`src/rtl/program_loader.sv`:
```
// Host byte-stream loader: frames SYNC/LEN_HI/LEN_LO/words into instruction memory and holds the CPU until done.
// Optional trailing XOR checksum byte enabled by defining PROGRAM_LOADER_CHECKSUM_EN.
module program_loader #(
   parameter int             ADDR_W    = 16,
   parameter int             MAX_WORDS = 256,
   parameter logic [7:0]     SYNC_BYTE = 8'hA5
) (
   input  logic              clk,
   input  logic              reset_n,
   input  logic [7:0]        in_data,
   input  logic              in_valid,
   output logic              in_ready,
   output logic [15:0]       instruction_out,
   output logic [ADDR_W-1:0] load_addr,
   output logic              load_we,
   output logic              cpu_hold,
   output logic              done,
   output logic              error
);

`ifdef PROGRAM_LOADER_CHECKSUM_EN
   typedef enum logic [3:0] {IDLE, LEN_HI, LEN_LO, DATA_HI, DATA_LO, WRITE, RUN, ERROR, CHK} state_t;
`else
   typedef enum logic [3:0] {IDLE, LEN_HI, LEN_LO, DATA_HI, DATA_LO, WRITE, RUN, ERROR} state_t;
`endif

   localparam int          CW      = (ADDR_W > 16) ? ADDR_W : 16;
   localparam logic [16:0] MAX_LEN = 17'(MAX_WORDS);

   state_t              state, next_state;
   logic [7:0]          len_hi;
   logic [15:0]         length;
   logic [ADDR_W-1:0]   idx;
   logic [ADDR_W-1:0]   idx_next;
   logic [7:0]          word_hi;
   logic [15:0]         len_new;
   logic                accept;
   logic                len_bad;
   logic                last_word;
   logic                sync_seen;
`ifdef PROGRAM_LOADER_CHECKSUM_EN
   logic [7:0]          csum;
`endif

   assign in_ready  = (state != WRITE);
   assign accept    = in_valid & in_ready;
   assign len_new   = {len_hi, in_data};
   assign len_bad   = (len_new == 16'd0) || ({1'b0, len_new} > MAX_LEN);
   assign idx_next  = idx + ADDR_W'(1);
   assign last_word = (CW'(idx_next) == CW'(length));
   // Only the waiting states resynchronise; a SYNC value inside a frame is payload.
   assign sync_seen = accept && (in_data == SYNC_BYTE) &&
                      ((state == IDLE) || (state == RUN) || (state == ERROR));

   always_comb begin
      next_state = state;
      case (state)
         IDLE, RUN, ERROR: if (sync_seen) next_state = LEN_HI;
         LEN_HI:  if (accept) next_state = LEN_LO;
         LEN_LO:  if (accept) next_state = len_bad ? ERROR : DATA_HI;
         DATA_HI: if (accept) next_state = DATA_LO;
         DATA_LO: if (accept) next_state = WRITE;
`ifdef PROGRAM_LOADER_CHECKSUM_EN
         WRITE:   next_state = last_word ? CHK : DATA_HI;
         CHK:     if (accept) next_state = (in_data == csum) ? RUN : ERROR;
`else
         WRITE:   next_state = last_word ? RUN : DATA_HI;
`endif
         default: next_state = IDLE;
      endcase
   end

   always_ff @(posedge clk or negedge reset_n) begin
      if (!reset_n) begin
         state           <= IDLE;
         len_hi          <= '0;
         length          <= '0;
         idx             <= '0;
         word_hi         <= '0;
         instruction_out <= '0;
         load_addr       <= '0;
         load_we         <= 1'b0;
         cpu_hold        <= 1'b1;
         done            <= 1'b0;
         error           <= 1'b0;
      end else begin
         state    <= next_state;
         load_we  <= 1'b0;
         // Status flags follow the state being entered so they are valid from its first cycle.
         cpu_hold <= (next_state != RUN);
         done     <= (next_state == RUN);
         error    <= (next_state == ERROR);
         if (accept) begin
            case (state)
               LEN_HI:  len_hi <= in_data;
               LEN_LO:  begin
                  length <= len_new;
                  idx    <= '0;
               end
               DATA_HI: word_hi <= in_data;
               DATA_LO: begin
                  instruction_out <= {word_hi, in_data};
                  load_addr       <= idx;
                  load_we         <= 1'b1;
               end
               default: ;
            endcase
         end
         if (state == WRITE) idx <= idx_next;
      end
   end

`ifdef PROGRAM_LOADER_CHECKSUM_EN
   always_ff @(posedge clk or negedge reset_n) begin
      if (!reset_n)
         csum <= '0;
      else if (sync_seen)
         csum <= '0;
      else if (accept && ((state == DATA_HI) || (state == DATA_LO)))
         csum <= csum ^ in_data;
   end
`endif

endmodule

```
`config.mk`:
```
export PLATFORM = sky130hd
export DESIGN_NAME = program_loader
export DESIGN_NICKNAME = d
export VERILOG_FILES = /design/src/rtl/program_loader.sv
export SDC_FILE = /design/constraint.sdc
export NUM_CORES = 1
export LEC_CHECK = 0
export ABC_AREA = 1
export CORE_MARGIN = 1
export CORE_UTILIZATION = 50
export CTS_CLUSTER_SIZE = 14
export DETAILED_ROUTE_END_ITERATION = 8
export PLACE_DENSITY = 0.86
export REMOVE_ABC_BUFFERS = 1
export SYNTH_ARGS = -nofsm -noshare
export SYNTH_HDL_FRONTEND = slang
export SYNTH_SLANG_ARGS = --single-unit
```
`constraint.sdc`:
```
create_clock -name clk -period 1.8 [get_ports clk]
set_input_delay 0.36 -clock clk [delete_from_list [all_inputs] [get_ports clk]]
set_output_delay 0.36 -clock clk [all_outputs]
set_load 0.01 [all_outputs]
```
== Word-level counts from Yosys, hierarchy flattened ==
Cells that the tools add are included.

* Flip-flop bits (word level): 88
* Input bits: 11
* Output and inout port bits: 37
* Word-level logic and storage cells: 55

* Add/sub/neg operators: 1
* $lt $le $gt $ge: 1
* Equality and inequality tests: 13
* Muxes and demuxes: 13
* Bitwise gates (word level): 1
* Reduce and logical (&&, ||, !) cells: 15

{| class="wikitable"
|+ Operator list
! kind !! number
|-
| two-way mux 16 bit || 3
|-
| == test 4 x 3 -> 1 bit (second input constant) || 6
|-
| case mux 4 bit (6 select lines) || 1
|-
| two-way mux 4 bit || 5
|-
| adder 16 x 1 -> 16 bit (second input constant) || 1
|-
| == test 16 bit || 1
|-
| > comparator 16 x 9 -> 1 bit (second input constant) || 1
|-
| zero test 16 bit || 1
|-
| AND reduction 2 bit || 5
|-
| == test 4 x 2 -> 1 bit (second input constant) || 2
|-
| == test 8 bit (second input constant) || 1
|-
| inequality test 4 x 3 -> 1 bit (second input constant) || 2
|-
| two-way mux 3 bit || 2
|-
| == test 4 x 1 -> 1 bit (second input constant) || 1
|-
| zero test 4 bit || 1
|-
| nonzero test 2 bit || 2
|-
| logical OR 1 bit || 3
|-
| OR reduction 3 bit || 1
|-
| logical AND 1 bit || 2
|-
| two-way mux 1 bit || 2
|-
| AND 1 bit || 1
|}

== Logic depth before layout (Yosys ltp) ==
Gate-level depths: netlist (run 1).

* Depth in word-level cells: 7
* Gate-level depth with buffers: 16
* Mapped depth without buffers: 16

== Least setup slack after synthesis (run 1) ==
Ideal clock, no wire load.

* Path type: register to register
* Start: register idx[0]
* End: register error
* Library setup time: 0.122 ns
* Arrival time: 1.623 ns
* Data required time: 1.678 ns
* Slack: 0.054 ns
* Cell stages (with the launch flop): 13
* Buffers on the path: 0
* Period minus slack after synthesis: 1.746 ns
* Cells stage by stage: dfrtp_1 -> ha_1 -> nand3_2 -> nor2_1 -> nand4_1 -> nand2_1 -> nand2_1 -> nand2_1 -> nand2_1 -> nor2_1 -> nand3_1 -> a21oi_1 -> nor2_1

* Longest elaborated chain between the ends: 5

{| class="wikitable"
|+ RTL lines
! item !! line !! text
|-
| start: declaration || 33 || <nowiki>logic [ADDR_W-1:0] idx;</nowiki>
|-
| start signal: assignment || 109 || <nowiki>if (state == WRITE) idx <= idx_next;</nowiki>
|-
| adder 16 x 1 -> 16 bit || 49 || <nowiki>assign idx_next = idx + ADDR_W'(1);</nowiki>
|-
| == test 16 bit || 50 || <nowiki>assign last_word = (CW'(idx_next) == CW'(length));</nowiki>
|-
| two-way mux 3 bit || 67 || <nowiki>WRITE: next_state = last_word ? RUN : DATA_HI;</nowiki>
|-
| case mux 4 bit (6 select lines) || 57 || <nowiki>case (state)</nowiki>
|-
| == test 4 x 3 -> 1 bit || 92 || <nowiki>error <= (next_state == ERROR);</nowiki>
|-
| end signal: assignment || 92 ||
|-
| end: declaration || 18 || <nowiki>output logic error</nowiki>
|}

Every way passes these cells.
A chain may end at the register's enable or synchronous reset.

== Final worst setup path (run 1) ==
* Start: register idx[0]
* End: register cpu_hold

* Longest elaborated chain between the ends: 5

{| class="wikitable"
|+ RTL lines
! item !! line !! text
|-
| adder 16 x 1 -> 16 bit || 49 ||
|-
| == test 16 bit || 50 ||
|-
| two-way mux 3 bit || 67 ||
|-
| case mux 4 bit (6 select lines) || 57 ||
|-
| inequality test 4 x 3 -> 1 bit || 90 || <nowiki>cpu_hold <= (next_state != RUN);</nowiki>
|-
| end signal: assignment || 90 ||
|-
| end: declaration || 16 || <nowiki>output logic cpu_hold,</nowiki>
|}

Every way passes these cells.

==> flow_metrics.env, run 1 <==
export IMPL_arrival_ns=2.34
export IMPL_grt_remaining_overflow=0
export IMPL_clock_sinks=88
export IMPL_grtUsageTotal_pct=26.54
export IMPL_ir_drop_uv=557.6
export IMPL_yosysMostFrequentCell="nand2_1"
export IMPL_routed_wl_mm=10.88
export IMPL_synth_top_cell_area_share_pct=52.16
export IMPL_io_buffers=47
export IMPL_grt_pass1_vias=3854
export IMPL_hpwl_mm=7.386
export IMPL_placed_area_sq_um=5109
export IMPL_period_needed_ns=2.048
export IMPL_drc=0
export IMPL_outcome="finished with violations"
export IMPL_yosysTopAreaCell="dfrtp_1"
export IMPL_via_per_inst=5.504
export IMPL_whs_ns=0.4344
export IMPL_setup_slack_ns=-0.2483
export IMPL_max_freq_ghz=0.4882
export IMPL_htreeDepth=3
export IMPL_antenna_found_initial=0
export IMPL_dpl_cell_count=682
export IMPL_synth_cells=500
export IMPL_clkLatencyLatePin_ns=0.37
export IMPL_power_static_leakage_nw=2.702
export IMPL_io_pins=48
export IMPL_dieArea_sq_um=8717
export IMPL_drtPass1Iterations=5
export IMPL_die_w_um=93.37
export IMPL_clkTransAtPathRegs_ns=0.09
export IMPL_hold_viol=0
export IMPL_crit_type="flop to flop"
export IMPL_violations="setup timing"
export IMPL_place_ws_ns=-0.1787
export IMPL_post_route_util_pct=70.51
export IMPL_synth_seq_cells=88
export IMPL_synth_commonest_cells="nand2_1, dfrtp_1, inv_1, o21ai_0"
export IMPL_n_antenna_cell=0
export IMPL_drt_iter0_markers=342
export IMPL_min_path_type="primary input to asynchronous set/reset pin"
export IMPL_setup_violations=5
export IMPL_cts_made_buffers=9
export IMPL_synth_area_leaders="dfrtp_1, nand2_1, o21ai_0"
export IMPL_critPathRequiredTime_ns=2.09
export IMPL_cts_buffer_depth=2
export IMPL_synth_edf_count=0
export IMPL_max_cap_viol_count=0
export IMPL_rows=32
export IMPL_rsz0062_at_grt="true"
export IMPL_cts_tree="done"
export IMPL_die_h_um=93.37
export IMPL_core_area_sq_um=7888
export IMPL_wl_per_cell_um=15.32
export IMPL_ant_nets=0
export IMPL_critPathCaptureType="flop"
export IMPL_ys_async_sr_fraction_pct=100.0
export IMPL_num_vias=3908
export IMPL_synth_main_ff_cell="dfrtp_1"
export IMPL_synth_cell_types=27
export IMPL_cellPowerDensity_nw_per_um2=1176
export IMPL_grt_pass1_wl_mm=17.84
export IMPL_drive_above_1_share_pct=21.05
export IMPL_final_cell_area_sq_um=5562
export IMPL_tns_ns=-1.066
export IMPL_area_delta_synth_final_pct=33.24
export IMPL_cp_max_fo=4
export IMPL_finalWeightedCongestion=0.9037
export IMPL_finalPower_mw=6.540
export IMPL_yosysSeqAreaShare_pct=52.79
export IMPL_fin_nets=615
export IMPL_netlist_area_sq_um=4174
export IMPL_grt_start_max_net_pins=52
export IMPL_slew_viol_final=0
export IMPL_root_buffer="clkbuf_8"
export IMPL_finalClockSkew_ns=0.003620
export IMPL_cp_start_kind="flop"
export IMPL_synth_warnings=0
export IMPL_initial_core_util_pct=52.92
export IMPL_period_share_pct=113.8
export IMPL_avgSynthCellArea_sq_um=8.348
export IMPL_fin_cells=710
==> state kept, by name, indices dropped and copies added, names as in the netlist <==
| name | count |
|---|---|
| idx | 16 |
| instruction_out | 16 |
| length | 16 |
| load_addr | 16 |
| len_hi | 8 |
| word_hi | 8 |
| state | 4 |
| cpu_hold | 1 |
| done | 1 |
| error | 1 |
| load_we | 1 |
==> worst max-delay path: stages (launching register included) <==
cell,delay (ns)
dfrtp_1,0.38
buf_4,0.14
ha_4,0.15
nand3_4,0.11
o21ai_1,0.21
nand2_1,0.10
nand2_1,0.11
nand2_1,0.08
nor2_1,0.08
nand2_1,0.06
nor2_1,0.14
nand3_2,0.12
a21oi_2,0.19
nand3_1,0.10
==> routing by layer <==
metal	GRT usage, %	up-vias	share of wire [%]
li1	-	1826	-
met1	32.51	1853	40
met2	45.40	182	49
met3	5.041	47	6.7
met4	12.05	0	4.0
met5	0	-	0
==> cell usage in the layout (no fill, tap or decap), types with 3 or more instances in the layout <==
cell type	instances
buf_12	3
buf_4	53
clkbuf_8	10
clkdlybuf4s50_1	45
dfrtp_1	85
inv_1	47
mux2_2	10
nand2_1	148
nand2_2	12
nand3_1	28
nand3_2	4
nand3b_1	5
nand4_1	14
nor2_1	25
nor2_2	7
nor2_4	6
nor3_1	3
o21a_1	22
o21ai_0	36
o21ai_1	3
o22ai_1	11
xor2_1	3
==> layout make-up <==
class                           count  area [sq um]
Timing Repair Buffer              105         950.9
Inverter                           51         196.4
Clock buffer                       10         137.6
Fill cell                         560          2326
Tap cell                          102         127.6
Sequential cell                    88          2206
Multi-Input combinational cell    348          1852
Clock inverter                      6         91.34
==> power by group <==
part           total [mW]  internal, mW  switching, mW
logic                2.45          1.07           1.38
registers            2.52          2.26          0.258
clock network        1.57         0.827          0.741
==> worst paths after layout <==
kind,slack (ns),end,cells after the start,start
min in group clk,0.49,word_hi[0],2,word_hi[0]
max in group asynchronous,0.78,cpu_hold,3,reset_n
max,-0.25,cpu_hold,13,idx[0]
min,0.43,idx[6],2,reset_n
min reg2reg,0.49,word_hi[0],2,word_hi[0]
max reg2reg,-0.25,cpu_hold,13,idx[0]
==> logic make-up after synthesis <==
| kind of cell | Yosys count | synth area share [%] |
|---|---|---|
| muxes | 10 | 2.698 |
| adders and majority gates | 1 | 0.2997 |
| and+or+nand+nor | 257 | 26.65 |
| AOI/OAI and AO/OA | 75 | 10.64 |
| buffers and inverters | 64 | 5.816 |
| other | 1 | 0.08984 |
| DFF | 88 | 52.79 |
| xor gates and xnor gates | 4 | 1.019 |
==> repair_timing <==
action,CTS,global route
hold buffers,1,0
setup endpoints to repair,6,6
buffers inserted,2,9
gates resized for setup,18,22
hold endpoints to repair,22,0
pin swaps,4,14
(Power assumes the default switching activity.)
==> inputs of run 2 (changes only) <==
--- a/config.mk
+++ b/config.mk
@@ -7,11 +7,11 @@
 export LEC_CHECK = 0
 export ABC_AREA = 1
 export CORE_MARGIN = 1
-export CORE_UTILIZATION = 50
-export CTS_CLUSTER_SIZE = 14
+export CORE_UTILIZATION = 56
 export DETAILED_ROUTE_END_ITERATION = 8
-export PLACE_DENSITY = 0.86
+export PLACE_DENSITY = 0.91
 export REMOVE_ABC_BUFFERS = 1
+export SETUP_SLACK_MARGIN = 0.2
 export SYNTH_ARGS = -nofsm -noshare
 export SYNTH_HDL_FRONTEND = slang
 export SYNTH_SLANG_ARGS = --single-unit
==> constraint.sdc (replaced) <==
create_clock -name clk -period 2.1 [get_ports clk]
set_input_delay 0.42 -clock clk [delete_from_list [all_inputs] [get_ports clk]]
set_output_delay 0.42 -clock clk [all_outputs]
set_load 0.01 [all_outputs]
==> run 2 against run 1 <==
  * The flow now finishes without violations
  * Hold slack worse by 0.42 ns
  * Maximum frequency down 2.2%
  * Register-to-register slack improved by 0.25 ns
  * Core utilization increased by 2.8 points
  * Die area shrank 10%
  * Power decreased by 18%
  * Setup slack gained 0.25 ns
  * Clock power fell by 20%
  * Critical endpoint is now done
  * Via count shrank 0.26%
==> flow_metrics.env, run 2 (synthesized netlist as in run 1, its figures left out) <==
export IMPL_tns_ns=0
export IMPL_num_vias=3898
export IMPL_hold_viol=0
export IMPL_finalWeightedCongestion=0.9072
export IMPL_mostFrequentLayoutCells="nand2_1, dfrtp_1, inv_1"
export IMPL_cts_tree="done"
export IMPL_min_path_type="primary input to asynchronous set/reset pin"
export IMPL_cts_made_buffers=9
export IMPL_cts_hold_fix_buffers=0
export IMPL_setup_violations=0
export IMPL_drc=0
export IMPL_grt_pass1_wl_mm=16.48
export IMPL_cts_buffer_depth=2
export IMPL_clkTransAtPathRegs_ns=0.09
export IMPL_grt_remaining_overflow=0
export IMPL_finalClockSkew_ns=0.006478
export IMPL_drive_above_1_share_pct=17.60
export IMPL_dieArea_sq_um=7803
export IMPL_ff2ff_path_depth=13
export IMPL_p_clk_share_pct=23.5
export IMPL_grt_start_max_net_pins=52
export IMPL_hpwl_mm=6.993
export IMPL_cp_max_fo=5
export IMPL_die_w_um=88.34
export IMPL_initial_core_util_pct=57.86
export IMPL_post_route_util_pct=73.29
export IMPL_p_comb_share_pct=35.9
export IMPL_grtUsageTotal_pct=28.01
export IMPL_multi_input_area_sq_um=1871
export IMPL_slew_viol_final=0
export IMPL_wl_per_cell_um=15.99
export IMPL_crit_type="flop to flop"
export IMPL_area_delta_synth_final_pct=26.68
export IMPL_critical_path_max_stage_delay_ns=0.45
export IMPL_routed_wl_mm=10.76
export IMPL_p_seq_share_pct=40.6
export IMPL_io_buffers=47
export IMPL_root_buffer="clkbuf_8"
export IMPL_nFillCells=522
export IMPL_finalPower_mw=5.360
export IMPL_rows=31
export IMPL_io_pins=48
export IMPL_critPathCaptureType="flop"
export IMPL_arrival_ns=2.40
export IMPL_cell_internal_pwr_mw=3.310
export IMPL_cp_start_kind="flop"
export IMPL_ant_nets=0
export IMPL_clkLatencyLatePin_ns=0.37
export IMPL_final_common_cell="nand2_1"
export IMPL_core_area_sq_um=7214
export IMPL_clock_sinks=88
export IMPL_cp_cell_sequence="ha_4 > nand3_2 > inv_2 > nand3_1 > nand3b_1 > nand2_1 > nor2_2 > nand3b_1 > nor2_1 > nand3_1 > nand2_2 > nand2_2 > nor2_2"
export IMPL_drtPass1Iterations=5
export IMPL_via_per_inst=5.792
export IMPL_max_slew_margin_rel_pct=66.18
export IMPL_place_ws_ns=0.07592
export IMPL_power_static_leakage_nw=2.531
export IMPL_p_sw_share_pct=38.24
export IMPL_setup_slack_ns=0.005361
export IMPL_htreeDepth=3
export IMPL_outcome="completed"
export IMPL_cellPowerDensity_nw_per_um2=1014
export IMPL_drt_iter0_markers=363
export IMPL_die_h_um=88.34
export IMPL_grt_pass1_vias=3596
export IMPL_antenna_found_initial=0
export IMPL_ir_drop_uv=485.0
export IMPL_regArea_sq_um=2207
export IMPL_fin_nets=581
export IMPL_worst_slew_pin_slew_ns=0.5072
export IMPL_period_share_pct=99.74
export IMPL_max_freq_ghz=0.4774
export IMPL_p_switching_mw=2.049
export IMPL_max_cap_viol_count=0
export IMPL_period_needed_ns=2.095
export IMPL_critical_path_slowest_cell="dfrtp_1"
export IMPL_critPathRequiredTime_ns=2.41
export IMPL_n_antenna_cell=0
export IMPL_rsz0062_at_grt="true"
==> run 2: per-stage QoR <==
step	hold slack [ns]	std cells	cell area, sq um
finish	0.01130	673	5288
global route	0.04157	673	5288
CTS	0.02370	668	5121
detailed placement	0.4231	648	4860
global placement	0.4199	648	4860
floorplan	0.1244	487	4123
==> run 2: path summary, 6_finish.rpt <==
| path | slack (ns) | end | startpoint |
|---|---|---|---|
| worst min-delay path | 0.01 | load_addr[5] | reset_n |
| max in group asynchronous | 1.44 | idx[2] | reset_n |
| worst min register to register | 0.50 | load_addr[11] | load_addr[11] |
| worst max-delay path | 0.005 | done | idx[1] |
| min in group clk | 0.50 | load_addr[11] | load_addr[11] |
| worst max register to register | 0.005 | done | idx[1] |
==> run 2: power by group through the flow <==
stage               clock (mW)  sequential [mW]  combinational, mW
finish                    1.26             2.17               1.93
CTS                       1.26             2.15               1.66
global route              1.33             2.20               2.10
global placement             0             2.16               1.54
detailed placement           0             2.18               1.59
floorplan                    0             2.18               1.04
==> run 2: layout make-up <==
type | instances | share of cell area [%]
clock buffers | 10 | 2.603
clock inverters | 6 | 1.372
inverters | 51 | 3.620
multi-input cells | 348 | 35.38
flip-flops and latches | 88 | 41.74
well taps | 99 | 2.343
repair buffers | 71 | 12.94
==> run 2: critical path: cells and delay by family (launching register included) <==
family / cells / cell delay (ns)
simple gates: 11 / 1.26
flops: 1 / 0.45
fa+ha+maj: 1 / 0.18
buf+inv: 1 / 0.14
==> run 2: what timing repair did <==
item | 4_1_cts | 5_1_grt
pin swaps | 4 | 22
endpoints found under the setup margin | 5 | 19
buffers inserted | 4 | 5
resized for setup | 8 | 38
==> run 2: metal layers <==
layer  global-route usage, %  up-vias  part of all wire [%]
met4                   14.52        0                   4.8
met5                       0        -                     0
met1                   34.76     1837                    40
li1                        -     1765                     -
met2                   46.92      231                    48
met3                   5.224       65                   7.7
==> inputs of run 3 (changes only) <==
--- a/config.mk
+++ b/config.mk
@@ -6,10 +6,13 @@
 export NUM_CORES = 1
 export LEC_CHECK = 0
 export ABC_AREA = 1
+export ABC_CLOCK_PERIOD_IN_PS = 2100
+export CORE_ASPECT_RATIO = 1.4
 export CORE_MARGIN = 1
 export CORE_UTILIZATION = 56
 export DETAILED_ROUTE_END_ITERATION = 8
 export PLACE_DENSITY = 0.91
+export RECOVER_POWER = 100
 export REMOVE_ABC_BUFFERS = 1
 export SETUP_SLACK_MARGIN = 0.2
 export SYNTH_ARGS = -nofsm -noshare
==> run 3 against run 2 <==
  * Setup slack gained 0.029 ns
  * Design area shrank 2.1%
  * First-iteration DRC count shrank 6.9%
  * Non-clock buffer count grew 9
  * Maximum frequency grew 1.4%
  * Clock-buffer cell count grew 3
  * Critical path type unchanged
  * Highest routed layer unchanged
==> flow_metrics.env, run 3 (synthesized netlist as in run 1, its figures left out) <==
export IMPL_max_cap_viol_count=0
export IMPL_rows=36
export IMPL_period_share_pct=98.36
export IMPL_grtUsageTotal_pct=29.67
export IMPL_cts_tree="done"
export IMPL_r2r_end="state[2]"
export IMPL_io_pins=48
export IMPL_grt_remaining_overflow=0
export IMPL_crit_path_start="idx[0]"
export IMPL_core_area_sq_um=7072
export IMPL_num_vias=3828
export IMPL_slew_viol_final=0
export IMPL_tns_ns=0
export IMPL_cts_buffer_depth=2
export IMPL_clock_sinks=88
export IMPL_mostFrequentLayoutCells="nand2_1, dfrtp_1, inv_1"
export IMPL_drtPass1Iterations=5
export IMPL_root_buffer="clkbuf_8"
export IMPL_crit_end="state[2]"
export IMPL_grt_pass1_wl_mm=17.37
export IMPL_use_met2_pct=49.03
export IMPL_worst_slew_pin_slew_ns=1.031
export IMPL_placed_area_sq_um=4900
export IMPL_drive_above_1_share_pct=15.44
export IMPL_grt_pass1_vias=3831
export IMPL_dpl_cell_count=650
export IMPL_rsz0062_at_grt="true"
export IMPL_final_cell_area_sq_um=5179
export IMPL_power_static_leakage_nw=2.555
export IMPL_routed_wl_mm=10.27
export IMPL_grt_start_max_net_pins=48
export IMPL_grt_use_met3_pct=4.554
export IMPL_ff2ff_path_depth=14
export IMPL_drt_iter0_markers=338
export IMPL_finalWeightedCongestion=0.9492
export IMPL_initial_core_util_pct=59.02
export IMPL_io_buffers=47
export IMPL_ir_drop_uv=701.5
export IMPL_drc=0
export IMPL_clkTransAtPathRegs_ns=0.08
export IMPL_cellPowerDensity_nw_per_um2=973.2
export IMPL_busiest_layer="met2"
export IMPL_cts_made_buffers=9
export IMPL_regToRegSetupSlack_ns=0.03
export IMPL_htreeDepth=3
export IMPL_fin_nets=590
export IMPL_min_path_type="primary input to asynchronous set/reset pin"
export IMPL_max_freq_ghz=0.4841
export IMPL_period_needed_ns=2.066
export IMPL_fin_cells=678
export IMPL_critPathCaptureType="flop"
export IMPL_final_common_cell="nand2_1"
export IMPL_arrival_ns=2.32
export IMPL_setup_violations=0
export IMPL_ant_nets=0
export IMPL_finalPower_mw=5.040
export IMPL_die_w_um=74.97
export IMPL_gr_usage_met1_pct=33.73
export IMPL_cp_max_fo=8
export IMPL_antenna_found_initial=0
export IMPL_crit_type="flop to flop"
export IMPL_hpwl_mm=7.402
export IMPL_hold_viol=0
export IMPL_dieArea_sq_um=7808
export IMPL_via_per_inst=5.646
export IMPL_max_slew_margin_rel_pct=31.26
export IMPL_cts_hold_fix_buffers=0
export IMPL_n_antenna_cell=0
export IMPL_die_h_um=104.2
export IMPL_cp_start_kind="flop"
export IMPL_wl_per_cell_um=15.15
export IMPL_area_delta_synth_final_pct=24.07
export IMPL_rr_startpoint="idx[0]"
export IMPL_clkLatencyLatePin_ns=0.37
export IMPL_outcome="completed"
export IMPL_critPathRequiredTime_ns=2.36
export IMPL_finalClockSkew_ns=0.008702
## run 3: changes by cell type in the layout (fill, tap and decap cells not counted), moves of 4 or more
cell | before | now
buf_4 | 20 | 24
clkbuf_1 | 0 | 6
clkbuf_2 | 0 | 5
clkdlybuf4s50_1 | 45 | 9
dlygate4sd3_1 | 0 | 36
inv_2 | 5 | 1
nand3_2 | 7 | 3
## run 3: layout make-up
type	count	area, sq um
flip-flops and latches	88	2206
well taps	95	118.9
inverters	51	193.9
clock inverters	3	17.52
multi-input cells	348	1797
clock buffers	13	148.9
fillers	483	1893
repair buffers	80	696.9
## run 3: routing by layer
metal / vias up / routed length, um
met2: 181 / 5491
li1: 1786 / -
met5: - / 0
met3: 57 / 473
met1: 1804 / 3705
met4: 0 / 602
## run 3: repair_timing
item / 4_1_cts / 5_1_grt
gates resized for setup: 20 / 10
pin swaps: 11 / 5
setup endpoints to repair: 5 / 19
setup buffers: 6 / 6
## run 3: critical path, stage by stage (launching register included)
cell and delay (ns):
dfrtp_1 0.40, buf_6 0.13, inv_2 0.05, nor2_4 0.26, nand2_2 0.11, buf_4 0.14
buf_4 0.13, nand2_1 0.06, nand3_1 0.07, nand2_1 0.08, nand3b_1 0.13, nor2_1 0.06
nand3_1 0.13, nand2_2 0.09, buf_4 0.14
## run 3: where the power goes
group / internal [mW] / leakage [nW] / switching (mW)
registers: 1.94 / 1.08 / 0.203
logic: 0.754 / 1.39 / 1.10
clock network: 0.460 / 0.0834 / 0.579
total: 3.15 / 2.56 / 1.89
## run 3: worst min path at each step
stage	end	slack (ns)
floorplan	done	0.12
global placement	instruction_out[9]	0.43
finish	instruction_out[1]	0.22
CTS	instruction_out[9]	0.05
detailed placement	instruction_out[1]	0.44
global route	instruction_out[1]	0.32
## run 3: per-stage QoR
stage	util, %	setup WS (ns)	hold slack (ns)
finish	73.23	0.03441	0.2175
global route	73.23	-0.09178	0.3160
CTS	73.14	0.1267	0.04802
detailed placement	69.29	0.04524	0.4412
global placement	69.29	0.1695	0.4280
floorplan	-	-0.9126	0.1244
